## config.mk

```make
export PLATFORM = sky130hd
export DESIGN_NAME = str_cursor_reader
export DESIGN_NICKNAME = d
export VERILOG_FILES = /design/src/rtl/str_cursor_reader.sv
export SDC_FILE = /design/constraint.sdc
export NUM_CORES = 1
export LEC_CHECK = 0
export CORE_MARGIN = 4
export CORE_UTILIZATION = 60
export CTS_BUF_LIST = sky130_fd_sc_hd__clkbuf_16
export DETAILED_ROUTE_END_ITERATION = 12
export DONT_BUFFER_PORTS = 1
export PLACE_DENSITY = 0.76
export SETUP_SLACK_MARGIN = 0.2
export SLEW_MARGIN = 20
export SYNTH_ARGS = -nofsm -noshare
export SYNTH_HDL_FRONTEND = slang
export SYNTH_SLANG_ARGS = --single-unit
```

## constraint.sdc

```tcl
create_clock -name clk -period 4.3 [get_ports clk]
set_clock_uncertainty 0.1 [all_clocks]
set_input_delay 0.86 -clock clk [delete_from_list [all_inputs] [get_ports clk]]
set_output_delay 0.86 -clock clk [all_outputs]
set_load 0.02 [all_outputs]
```

## src/rtl/str_cursor_reader.sv

```systemverilog
// Byte-string store with a signed cursor answering SV-style s[++p]/s[p--] index commands.
// Define STR_CURSOR_WRAP_EN to reduce the lookup index modulo the string length instead of returning 0.
module str_cursor_reader #(
    parameter int MAX_LEN = 16,
    parameter int POS_W   = 32
) (
    input  logic                          clk,
    input  logic                          rst_n,
    input  logic                          wr_en,
    input  logic [$clog2(MAX_LEN)-1:0]    wr_addr,
    input  logic [7:0]                    wr_data,
    input  logic                          len_we,
    input  logic [$clog2(MAX_LEN):0]      len_in,
    input  logic                          cmd_valid,
    output logic                          cmd_ready,
    input  logic [2:0]                    cmd_op,
    input  logic signed [POS_W-1:0]       cmd_pos,
    output logic                          rsp_valid,
    input  logic                          rsp_ready,
    output logic [7:0]                    rsp_byte,
    output logic signed [POS_W-1:0]       rsp_pos,
    output logic                          rsp_err
);

    localparam int AW = $clog2(MAX_LEN);
    localparam int LW = AW + 1;

    localparam logic [2:0] OP_LOAD    = 3'd0;
    localparam logic [2:0] OP_READ    = 3'd1;
    localparam logic [2:0] OP_PREINC  = 3'd2;
    localparam logic [2:0] OP_POSTINC = 3'd3;
    localparam logic [2:0] OP_PREDEC  = 3'd4;
    localparam logic [2:0] OP_POSTDEC = 3'd5;

    localparam logic signed [POS_W-1:0] ONE = POS_W'(1);

    typedef enum logic {EMPTY, FULL} state_t;

    state_t                   state_q, state_d;
    logic [7:0]               mem [MAX_LEN];
    logic [LW-1:0]            len_q;
    logic signed [POS_W-1:0]  len_s;
    logic signed [POS_W-1:0]  pos_q;
    logic signed [POS_W-1:0]  pos_nxt;
    logic signed [POS_W-1:0]  idx;
    logic                     rsvd;
    logic                     hit;
    logic [AW-1:0]            addr;
    logic [7:0]               byte_sel;
    logic                     accept;

    logic [7:0]               byte_p1;
    logic signed [POS_W-1:0]  pos_p1;
    logic                     err_p1;

`ifdef STR_CURSOR_WRAP_EN
    logic signed [POS_W-1:0]  div;
    logic signed [POS_W-1:0]  rem;
`endif

    function automatic logic [LW-1:0] clamp_len(input logic [LW-1:0] v);
        return (v > LW'(MAX_LEN)) ? LW'(MAX_LEN) : v;
    endfunction

    function automatic logic in_range(input logic signed [POS_W-1:0] i,
                                      input logic signed [POS_W-1:0] n);
        return !i[POS_W-1] && (i < n);
    endfunction

    assign len_s     = $signed({{(POS_W-LW){1'b0}}, len_q});
    assign rsp_valid = (state_q == FULL);
    assign cmd_ready = (state_q == EMPTY) || rsp_ready;
    assign accept    = cmd_valid && cmd_ready;

    always_comb begin
        state_d = state_q;
        case (state_q)
            EMPTY:   if (accept) state_d = FULL;
            FULL:    if (rsp_ready && !accept) state_d = EMPTY;
            default: state_d = EMPTY;
        endcase
    end

    // Index and next-cursor selection; reserved ops behave as READ.
    always_comb begin
        idx     = pos_q;
        pos_nxt = pos_q;
        rsvd    = 1'b0;
        case (cmd_op)
            OP_LOAD:    begin idx = cmd_pos;     pos_nxt = cmd_pos;     end
            OP_READ:    begin idx = pos_q;       pos_nxt = pos_q;       end
            OP_PREINC:  begin idx = pos_q + ONE; pos_nxt = pos_q + ONE; end
            OP_POSTINC: begin idx = pos_q;       pos_nxt = pos_q + ONE; end
            OP_PREDEC:  begin idx = pos_q - ONE; pos_nxt = pos_q - ONE; end
            OP_POSTDEC: begin idx = pos_q;       pos_nxt = pos_q - ONE; end
            default:    rsvd = 1'b1;
        endcase
    end

    always_comb begin
        hit  = 1'b0;
        addr = '0;
`ifdef STR_CURSOR_WRAP_EN
        div  = (len_q == '0) ? ONE : len_s;
        rem  = idx % div;
        if (rem < 0) rem = rem + div;
        hit  = (len_q != '0);
        addr = rem[AW-1:0];
`else
        hit  = in_range(idx, len_s);
        addr = idx[AW-1:0];
`endif
    end

    // Sampled before this edge's write lands, giving read-before-write.
    assign byte_sel = hit ? mem[addr] : 8'd0;

    always_ff @(posedge clk) begin
        if (wr_en) mem[wr_addr] <= wr_data;
    end

    // Stage p1: response register and cursor/length state.
    always_ff @(posedge clk or negedge rst_n) begin
        if (!rst_n) begin
            state_q <= EMPTY;
            pos_q   <= '0;
            len_q   <= '0;
            byte_p1 <= '0;
            pos_p1  <= '0;
            err_p1  <= 1'b0;
        end else begin
            state_q <= state_d;
            if (len_we) len_q <= clamp_len(len_in);
            if (accept) begin
                pos_q   <= pos_nxt;
                byte_p1 <= byte_sel;
                pos_p1  <= pos_nxt;
                err_p1  <= !hit || rsvd;
            end
        end
    end

    assign rsp_byte = byte_p1;
    assign rsp_pos  = pos_p1;
    assign rsp_err  = err_p1;

endmodule

```

==> results.py <==
metrics = {
    "die": {
        "io-pin-count": 101,
        "start_util": 0.612,
        "die_w_um": 138,
        "die_h_um": 138,
        "num_rows": 47,
        "die_area_um2": 19100,
        "core-area_um2": 16600,
    },
    "yosys": {
        "synth.distinct_cells": 78,
        "syn_nets": 1177,
        "netlist_area_um2": 10100,
        "yosysMostFrequentCell": "nand2_1",
        "synth.largest_area_cell": "edfxtp_1",
        "ys_seq_area_frac": 0.495,
        "ys_warn_count": 0,
        "syn_avg_cell_area_um2": 9.12,
        "synthTopCellsByArea": "edfxtp_1 38%, dfrtp_1 12%, nand2_1 7.7%",
        "ys_ff_latch": 175,
        "synthCells": 1113,
        "synthFlopType": "edfxtp_1",
        "async_flop_share": 0.269,
        "synth_top_area_frac": 0.379,
        "synth_edf_count": 128,
        "synth_common_cells": "208 x nand2_1, 128 x edfxtp_1, 90 x nand3_1, 90 x nor2_1, 75 x o21ai_0",
    },
    "cts": {
        "clockRootBuffer": "clkbuf_16",
        "clk_pin_slew_ps": 80,
        "cts.repair.resized": 0,
        "cts_tree": "done",
        "cts.path.max_buffers": 2,
        "cts_max_level": 4,
        "clkSinkCount": 175,
        "clk_latency_ps": 440,
        "numCtsBuffers": 17,
    },
    "setup_path": {
        "crit_arrival_ps": 4150,
        "end_kind": "register",
        "ff2ff_setup_slack_ps": 420,
        "criticalPathCategory": "reg2reg",
        "path_max_fanout": 19,
        "critPathLaunchType": "register",
        "worstPathRequired_ps": 4570,
    },
    "global_route": {
        "grt_first_pass_wirelength_um": 46000,
        "antenna_found_initial": 0,
        "grt_max_degree": 96,
        "first_global_vias": 8300,
        "overflow": 0,
        "grt_usage": 0.301,
    },
    "sta": {
        "max_freq_mhz": 258,
        "setup_tns_ps": 0,
        "final-max-slew-violation-count": 0,
        "relSlewSlack": 0.426,
        "setup_viol": 0,
        "hold_viol_final": 0,
        "fin_crit_ps": 3880,
        "finalCritPeriodShare": 0.902,
        "tightest_slew_ps": 858,
        "rsz0062_at_grt": "false",
    },
    "drt": {
        "drc_errors": 0,
        "viasPerCell": 6.76,
        "firstDrtPassIters": 7,
        "drtIter0Drc": 1101,
        "ant_nets": 0,
        "routedWlPerCell_um": 22.5,
        "vias": 8904,
        "wl_um": 29600,
    },
    "power": {
        "power.leakage_nw": 3.82,
        "total_power_mw": 5.28,
        "powerDensity_nw_per_um2": 479,
        "p_switching_mw": 2.03,
        "swShare": 0.384,
        "combPwrFrac": 0.292,
        "pwr-share-seq": 0.411,
        "ir_drop_v": 0.000329,
        "p_clk_frac": 0.297,
        "cellInternalPower_mw": 3.25,
    },
    "flow_run": {
        "drv_cap": 0,
    },
    "cells_and_area": {
        "fill_cells": 1339,
        "drive_gt1_frac": 0.0929,
        "final_nets": 1149,
        "antenna_cells": 0,
        "instances_no_fill": 1318,
        "post-route-util": 0.665,
        "area_delta_synth_final_pct": 8.67,
    },
    "status": {
        "status": "completed",
    },
    "placement": {
        "dp_cells": 1284,
        "detailed_place_hpwl_um": 19600,
        "gp_congestion": 0.973,
        "numPortBuffers": 0,
    },
    "hold_path": {
        "hold_class": "in2async",
    },
}
-- cells in the final DEF, fill, tap and decap left out, types with 22 or more instances in the layout --
cell      instances
o21ai_0          74
dfrtp_1          47
a211oi_1         24
edfxtp_1        128
nand3_1          90
nor3_1           26
xnor2_1          25
a21oi_1          55
nor4_1           22
nor2_1           90
nand2_1         207
buf_4            39
-- worst paths after layout --
check / to / cells past startpoint / startpoint
setup / recovery: rsp_byte[3] / 10 / rsp_pos[2]
hold / removal: rsp_byte[6] / 0 / rst_n
setup reg to reg: rsp_byte[3] / 10 / rsp_pos[2]
hold reg to reg: len_q[4] / 2 / len_q[4]
max in group asynchronous: rsp_byte[1] / 1 / rst_n
min in group clk: len_q[4] / 1 / len_we
-- repair_timing --
action	CTS	global route
hold buffers	0	2
setup buffers	0	0
endpoints found under the hold margin	0	38
-- critical path: stages, from the launching register on --
cell       delay, ps
dfrtp_1          840
nand3_1          240
xor2_1           200
a2111oi_0        590
a211o_1          230
ha_1             240
o21ai_0          180
o22ai_1          100
or4_4            580
a21oi_4          290
a32o_1           220
-- metal layers --
metal / vias up / wire (um) / GRT usage / part of all wire
met3: 100 / 3110 / 0.0760 / 0.11
met1: 4204 / 11300 / 0.386 / 0.38
met2: 527 / 14100 / 0.490 / 0.48
met5: - / 0 / 0 / 0
met4: 0 / 1080 / 0.126 / 0.037
li1: 4073 / - / - / -
-- sequential cells by signal, indices dropped and copies added (netlist names) --
register	cells
rsp_pos	32
len_q	5
rsp_valid	1
mem	128
rsp_err	1
rsp_byte	8
-- area by class of cell --
class,instances,area [um^2],area share
Tap cell,220,275,0.0250
Inverter,19,71.3,0.00647
Multi-Input combinational cell,830,4710,0.427
Sequential cell,175,5020,0.455
Timing Repair Buffer,42,350,0.0318
Clock buffer,17,425,0.0386
Clock inverter,15,174,0.0158
-- kinds of logic (layout without fill, tap and decap cells) --
kind of cell / Yosys count / after routing / share of synthesized area
AND/OR/NAND/NOR: 522 / 522 / 0.245
AO/OA/AOI/OAI: 258 / 258 / 0.170
flip-flops: 175 / 175 / 0.495
buffers and inverters: 108 / 93 / 0.0429
XOR/XNOR: 35 / 35 / 0.0302
multiplexers: 9 / 9 / 0.00937
adder cells (fa/ha/maj): 6 / 6 / 0.00740
-- power by group through the flow --
stage               clock, mW  sequential (mW)  combinational [mW]
finish                   1.57             2.17                1.55
global route             1.64             2.19                1.68
CTS                      1.57             2.16                1.50
detailed placement          0             2.20                1.49
global placement            0             2.20                1.48
floorplan                   0             2.12                1.14
-- through the flow --
| stage | setup WS (ps) | instance area (um^2) | hold WS, ps |
|---|---|---|---|
| floorplan | 210 | 10100 | 408 |
| global placement | 498 | 10400 | 442 |
| detailed placement | 463 | 10400 | 453 |
| CTS | 486 | 11000 | 2.12 |
| global route | 251 | 11000 | 1.82 |
| finish | 420 | 11000 | 17.7 |
(Power assumes the default switching activity.)
